### src/rtl/seq_alu_if.sv
// Operand/result bus between the CPU control path and seq_alu.
// The master side issues START with operands; the slave side returns result, flags and handshake.
interface seq_alu_if #(
  parameter int WIDTH = 8
);
  logic             START;
  logic [2:0]       SELECT;
  logic [WIDTH-1:0] DATA1;
  logic [WIDTH-1:0] DATA2;
  logic [WIDTH-1:0] RESULT;
  logic             ZERO;
  logic             CARRY;
  logic             BUSY;
  logic             DONE;

  modport master (
    output START, SELECT, DATA1, DATA2,
    input  RESULT, ZERO, CARRY, BUSY, DONE
  );

  modport slave (
    input  START, SELECT, DATA1, DATA2,
    output RESULT, ZERO, CARRY, BUSY, DONE
  );
endinterface

### src/rtl/seq_alu.sv
// Multi-cycle ALU: single-cycle FWD/ADD/AND/OR/SUB, shift-add MUL and bit-serial SLL/SRA,
// with START/BUSY/DONE handshake and registered RESULT/ZERO/CARRY.
module seq_alu #(
  parameter int WIDTH = 8
) (
  input  logic     CLK,
  input  logic     RESET,
  seq_alu_if.slave bus
);
  localparam int CNT_W = $clog2(WIDTH) + 1;
  localparam logic [CNT_W-1:0] CNT_FULL = CNT_W'(WIDTH);
  localparam logic [CNT_W-1:0] CNT_ONE  = CNT_W'(1);
  localparam logic [WIDTH-1:0] WMAX     = WIDTH'(WIDTH);

  typedef enum logic [1:0] {S_IDLE, S_EXEC, S_DONE} state_t;
  typedef enum logic [2:0] {
    OP_FWD = 3'b000, OP_ADD = 3'b001, OP_AND = 3'b010, OP_OR  = 3'b011,
    OP_SUB = 3'b100, OP_MUL = 3'b101, OP_SLL = 3'b110, OP_SRA = 3'b111
  } op_t;

  state_t           state, state_d;
  op_t              op, op_d;
  logic [WIDTH-1:0] a, a_d, b, b_d, acc, acc_d;
  logic [CNT_W-1:0] cnt, cnt_d;
  logic [WIDTH-1:0] result, result_d;
  logic             zero, zero_d, carry, carry_d;
  logic             fin, fin_c;
  logic [WIDTH-1:0] fin_res;
  logic [WIDTH:0]   mul_sum;

  always_comb begin
    state_d  = state;
    op_d     = op;
    a_d      = a;
    b_d      = b;
    acc_d    = acc;
    cnt_d    = cnt;
    result_d = result;
    zero_d   = zero;
    carry_d  = carry;
    fin      = 1'b0;
    fin_c    = 1'b0;
    fin_res  = result;
    mul_sum  = '0;
    unique case (state)
      S_IDLE: begin
        if (bus.START) begin
          op_d  = op_t'(bus.SELECT);
          a_d   = bus.DATA1;
          b_d   = bus.DATA2;
          acc_d = '0;
          case (op_t'(bus.SELECT))
            OP_FWD: begin fin = 1'b1; fin_res = bus.DATA2; end
            OP_ADD: begin fin = 1'b1; {fin_c, fin_res} = {1'b0, bus.DATA1} + {1'b0, bus.DATA2}; end
            OP_AND: begin fin = 1'b1; fin_res = bus.DATA1 & bus.DATA2; end
            OP_OR:  begin fin = 1'b1; fin_res = bus.DATA1 | bus.DATA2; end
            // Extended subtraction: the top bit is the unsigned borrow
            OP_SUB: begin fin = 1'b1; {fin_c, fin_res} = {1'b0, bus.DATA1} - {1'b0, bus.DATA2}; end
            OP_MUL: begin cnt_d = CNT_FULL; state_d = S_EXEC; end
            default: begin
              if (bus.DATA2 == '0) begin
                fin     = 1'b1;
                fin_res = bus.DATA1;
              end else begin
                cnt_d   = (bus.DATA2 >= WMAX) ? CNT_FULL : CNT_W'(bus.DATA2);
                state_d = S_EXEC;
              end
            end
          endcase
        end
      end
      S_EXEC: begin
        cnt_d = cnt - CNT_ONE;
        case (op)
          OP_MUL: begin
            // {acc, b} is the running product; b's low bit is the current multiplier bit
            mul_sum = {1'b0, acc} + (b[0] ? {1'b0, a} : '0);
            acc_d   = mul_sum[WIDTH:1];
            b_d     = {mul_sum[0], b[WIDTH-1:1]};
            fin_res = b_d;
            fin_c   = |acc_d;
          end
          OP_SLL: begin
            a_d     = {a[WIDTH-2:0], 1'b0};
            fin_res = a_d;
            fin_c   = a[WIDTH-1];
          end
          default: begin
            a_d     = {a[WIDTH-1], a[WIDTH-1:1]};
            fin_res = a_d;
            fin_c   = a[0];
          end
        endcase
        fin = (cnt == CNT_ONE);
      end
      S_DONE:  state_d = S_IDLE;
      default: state_d = S_IDLE;
    endcase
    if (fin) begin
      result_d = fin_res;
      zero_d   = (fin_res == '0);
      carry_d  = fin_c;
      state_d  = S_DONE;
    end
  end

  always_ff @(posedge CLK or negedge RESET) begin
    if (!RESET) begin
      state  <= S_IDLE;
      op     <= OP_FWD;
      a      <= '0;
      b      <= '0;
      acc    <= '0;
      cnt    <= '0;
      result <= '0;
      zero   <= 1'b1;
      carry  <= 1'b0;
    end else begin
      state  <= state_d;
      op     <= op_d;
      a      <= a_d;
      b      <= b_d;
      acc    <= acc_d;
      cnt    <= cnt_d;
      result <= result_d;
      zero   <= zero_d;
      carry  <= carry_d;
    end
  end

  assign bus.RESULT = result;
  assign bus.ZERO   = zero;
  assign bus.CARRY  = carry;
  assign bus.BUSY   = (state != S_IDLE);
  assign bus.DONE   = (state == S_DONE);
endmodule
### src/flat_wrapper.sv
// flat-port wrapper written by rule: the top's interface ports become plain ports
module seq_alu_flat 
#(
  parameter int WIDTH = 8
)
  (CLK, RESET, bus_START, bus_SELECT, bus_DATA1, bus_DATA2, bus_RESULT, bus_ZERO, bus_CARRY, bus_BUSY, bus_DONE);
  seq_alu_if #(.WIDTH(WIDTH)) bus_i ();
  input  logic CLK;
  input  logic RESET;
  input wire logic [$bits(bus_i.START)-1:0] bus_START;
  input wire logic [$bits(bus_i.SELECT)-1:0] bus_SELECT;
  input wire logic [$bits(bus_i.DATA1)-1:0] bus_DATA1;
  input wire logic [$bits(bus_i.DATA2)-1:0] bus_DATA2;
  output wire logic [$bits(bus_i.RESULT)-1:0] bus_RESULT;
  output wire logic [$bits(bus_i.ZERO)-1:0] bus_ZERO;
  output wire logic [$bits(bus_i.CARRY)-1:0] bus_CARRY;
  output wire logic [$bits(bus_i.BUSY)-1:0] bus_BUSY;
  output wire logic [$bits(bus_i.DONE)-1:0] bus_DONE;
  assign bus_i.START = bus_START;
  assign bus_i.SELECT = bus_SELECT;
  assign bus_i.DATA1 = bus_DATA1;
  assign bus_i.DATA2 = bus_DATA2;
  assign bus_RESULT = bus_i.RESULT;
  assign bus_ZERO = bus_i.ZERO;
  assign bus_CARRY = bus_i.CARRY;
  assign bus_BUSY = bus_i.BUSY;
  assign bus_DONE = bus_i.DONE;
  seq_alu #(.WIDTH(WIDTH)) u_core (.CLK(CLK), .RESET(RESET), .bus(bus_i));
endmodule
### config.mk
export PLATFORM = sky130hd
export DESIGN_NAME = seq_alu_flat
export DESIGN_NICKNAME = d
export VERILOG_FILES = /design/src/rtl/seq_alu_if.sv /design/src/rtl/seq_alu.sv /design/src/flat_wrapper.sv
export SDC_FILE = /design/constraint.sdc
export NUM_CORES = 1
export LEC_CHECK = 0
export CELL_PAD_IN_SITES_DETAIL_PLACEMENT = 2
export CELL_PAD_IN_SITES_GLOBAL_PLACEMENT = 2
export CORE_ASPECT_RATIO = 1.75
export CORE_MARGIN = 2
export CORE_UTILIZATION = 39
export CTS_BUF_LIST = sky130_fd_sc_hd__clkbuf_2 sky130_fd_sc_hd__clkbuf_4 sky130_fd_sc_hd__clkbuf_8
export CTS_CLUSTER_DIAMETER = 30
export DETAILED_ROUTE_END_ITERATION = 7
export PLACE_DENSITY_LB_ADDON = 0.1
export RECOVER_POWER = 25
export SYNTH_ARGS = -nofsm -noshare
export SYNTH_HDL_FRONTEND = slang
export SYNTH_SLANG_ARGS = --single-unit
### constraint.sdc
create_clock -name CLK -period 7.2 [get_ports CLK]
set_clock_uncertainty 0.05 [all_clocks]
set_input_delay 1.44 -clock CLK [delete_from_list [all_inputs] [get_ports CLK]]
set_output_delay 1.44 -clock CLK [all_outputs]
set_load 0.02 [all_outputs]
==> impl_metrics.env <==
export IMPL_syn_area_per_cell_sq_um=7.80
export IMPL_numCtsBuffers=5
export IMPL_holdCritPathClass="reg -> reg"
export IMPL_status="finished, violations left"
export IMPL_synthTopCellsByArea="dfrtp_1 26%, ha_1 11%, o21ai_0 5.9%"
export IMPL_cp_start_kind="input pin"
export IMPL_tns_ns=0
export IMPL_yosys_area_top_type_share_pct=26.3
export IMPL_die_w_um=80.5
export IMPL_die_h_um=138
export IMPL_rrSetupSlack_ns=4.14
export IMPL_timing_slew_headroom_pct=-64.3
export IMPL_cts_buffer_depth=2
export IMPL_gp_congestion=0.879
export IMPL_failed_checks="capacitance limit, slew limit"
export IMPL_ctsHoldBuffers=0
export IMPL_drc=0
export IMPL_critical_path_class="in -> reg"
export IMPL_synth_fp_nets=571
export IMPL_reg2reg_to="u_core.bus.CARRY$_DFFE_PN0P_"
export IMPL_async_flop_share_pct=100
export IMPL_syn_to_final_growth_pct=12.8
export IMPL_insertion_delay_ns=0.30
export IMPL_start_util_pct=40.3
export IMPL_synth_most_common_cell="nand2_1"
export IMPL_dieArea_sq_um=11100
export IMPL_ant_nets=0
export IMPL_hold_violations=0
export IMPL_clock_tree_root_cell="clkbuf_8"
export IMPL_drv_slew=44
export IMPL_grt_max_degree=44
export IMPL_cts_tree="built"
export IMPL_crit_family="compound AO/OA/AOI/OAI gates"
export IMPL_yosys_warnings=0
export IMPL_cp_cell_sequence="clkdlybuf4s50_1, inv_1, ha_1, nor3_1, a2111oi_0, o2bb2ai_1, xnor2_1, nor2_1, o221ai_1, a31oi_1"
export IMPL_synth_cell_types=69
export IMPL_first_global_vias=4623
export IMPL_setup_viol=0
export IMPL_min_delay_start="u_core.acc[3]$_DFFE_PN0P_"
export IMPL_drtPass1Iterations=7
export IMPL_synth_top_area_cell="dfrtp_1"
export IMPL_vias_per_cell=6.18
export IMPL_crit_path_end_kind="flip-flop"
export IMPL_worstHoldPathCells=2
export IMPL_antenna_found_initial=0
export IMPL_cts_resized=0
export IMPL_synth_seq_cells=43
export IMPL_fin_hold_ws_ns=0.471
export IMPL_drt_iter0_markers=120
export IMPL_grt_total_usage_pct=28.8
export IMPL_fin_nets=589
export IMPL_ys_top_cells_by_count="59 x nand2_1, 47 x o21ai_0, 46 x nor2_1"
export IMPL_r2r_start="u_core.b[0]$_DFFE_PN0P_"
export IMPL_num_vias=4053
export IMPL_port_buffers=33
export IMPL_grt_pass1_wl_um=24200
export IMPL_worstRegToRegCells=12
export IMPL_synth_edf_count=0
export IMPL_io_pins=34
export IMPL_timing_fmax_ghz=0.219
export IMPL_grt_overflow_total=0
export IMPL_leakage_nw=1.90
export IMPL_worst_path_max_fanout=12
export IMPL_tightest_slew_ns=2.46
export IMPL_path_clk_slew_ns=0.08
export IMPL_cp_num_buf_inv=2
export IMPL_fillers=1200
export IMPL_p_per_area_nw_per_um2=282
export IMPL_htreeDepth=2
export IMPL_totalWireLength_um=15200
export IMPL_drive_gt1_share_pct=6.40
export IMPL_drt_wirelength_per_cell_um=23.1
export IMPL_yosysSeqAreaShare_pct=27.0
export IMPL_synth_cell_area_sq_um=3990
export IMPL_cp_arrival_ns=4.65
export IMPL_hold_end="u_core.acc[3]$_DFFE_PN0P_"
export IMPL_vdd_drop_max_mv=0.143
export IMPL_coreArea_sq_um=9910
export IMPL_rows=48
export IMPL_syn_inst=512
export IMPL_cp_required_ns=7.29
export IMPL_post_cts_buffers=0
export IMPL_clock_sinks=43
export IMPL_critPathMaxStageDelay_ns=0.94
export IMPL_ys_flop_type="dfrtp_1"
export IMPL_cp_slowest_cell="a2111oi_0"
export IMPL_rsz0062_at_grt="no"
export IMPL_timing_final_crit_share_pct=63.3
export IMPL_finalCriticalPeriod_ns=4.56
export IMPL_maxCapViolations=1
export IMPL_antennaDiodeCount=0
export IMPL_hpwl_um=12200
## state kept, by name, summed over array words and instances, names as in the netlist
register / cells
u_core.a: 8
u_core.acc: 8
u_core.b: 8
u_core.bus.CARRY: 1
u_core.bus.RESULT: 8
u_core.bus.ZERO: 1
u_core.cnt: 4
u_core.op: 3
u_core.state: 2
## power breakdown
group / switching (mW) / leakage, nW / internal, mW
combinational: 0.388 / 1.32 / 0.257
clock: 0.0882 / 0.0549 / 0.0915
sequential: 0.112 / 0.530 / 0.331
## final cells by class
cell class                 instances  area [sq um]  area share [%]
clock buffer                       8           104            2.31
inverter                          36           135            3.00
multi-input combinational        406          2670            59.3
sequential                        43          1080            23.9
tap                              125           156            3.47
timing repair buffer              38           362            8.03
## per-stage QoR
step | setup slack [ns] | std cells | total power [mW] | cell area, sq um | utilization (%)
2_1_floorplan | 3.67 | 512 | 0.821 | 3990 | -
3_3_place_gp | 2.52 | 648 | 1.05 | 4400 | 44.4
3_5_place_dp | 2.29 | 648 | 1.09 | 4400 | 44.4
4_1_cts | 2.60 | 656 | 1.28 | 4500 | 45.5
5_1_grt | 2.33 | 656 | 1.36 | 4500 | 45.4
6_report | 2.64 | 656 | 1.27 | 4500 | 45.4
## worst max-delay path by stage
stage                             from  cells after the start                               end
after CTS                 bus_DATA2[4]                     10  u_core.bus.RESULT[7]$_DFFE_PN0P_
final                     bus_DATA2[4]                     10  u_core.bus.RESULT[7]$_DFFE_PN0P_
after floorplan           bus_DATA2[4]                     11       u_core.bus.ZERO$_DFFE_PN1P_
after global placement    bus_DATA2[4]                     11       u_core.bus.ZERO$_DFFE_PN1P_
after global routing      bus_DATA2[4]                     10  u_core.bus.RESULT[7]$_DFFE_PN0P_
after detailed placement  bus_DATA2[4]                     10  u_core.bus.RESULT[7]$_DFFE_PN0P_
## layer usage
metal	global-route usage, %	vias up	share of wire (%)
li1	-	1878	-
met1	29.7	2060	36
met2	58.7	83	59
met3	2.15	32	2.3
met4	10.4	0	3.0
met5	0	-	0
## cell usage in the layout, fill, tap and decap left out, types with 9 or more instances in the layout
cell	synthesis	final
a21oi_1	44	44
a22oi_1	9	9
and2_1	11	11
clkdlybuf4s50_1	0	32
dfrtp_1	42	42
ha_1	34	34
inv_1	35	35
nand2_1	59	59
nand3_1	13	13
nor2_1	46	46
nor2b_1	13	13
o21ai_0	47	47
## cells by family after synthesis
kind of cell,synth area share (%)
simple gates,22.1
mux,3.26
xor+xnor,1.32
fa+ha+maj,12.2
buf+inv,6.20
flops,27.0
compound gates,28.0
## worst reg2reg max path, delay by kind of cell (launching register included)
kind	cells	cell delay, ns
compound gates	6	1.21
fa+ha+maj	2	0.60
buf+inv	1	0.07
flops	1	0.51
simple gates	3	0.47
Power figures use the tool's default switching activity.
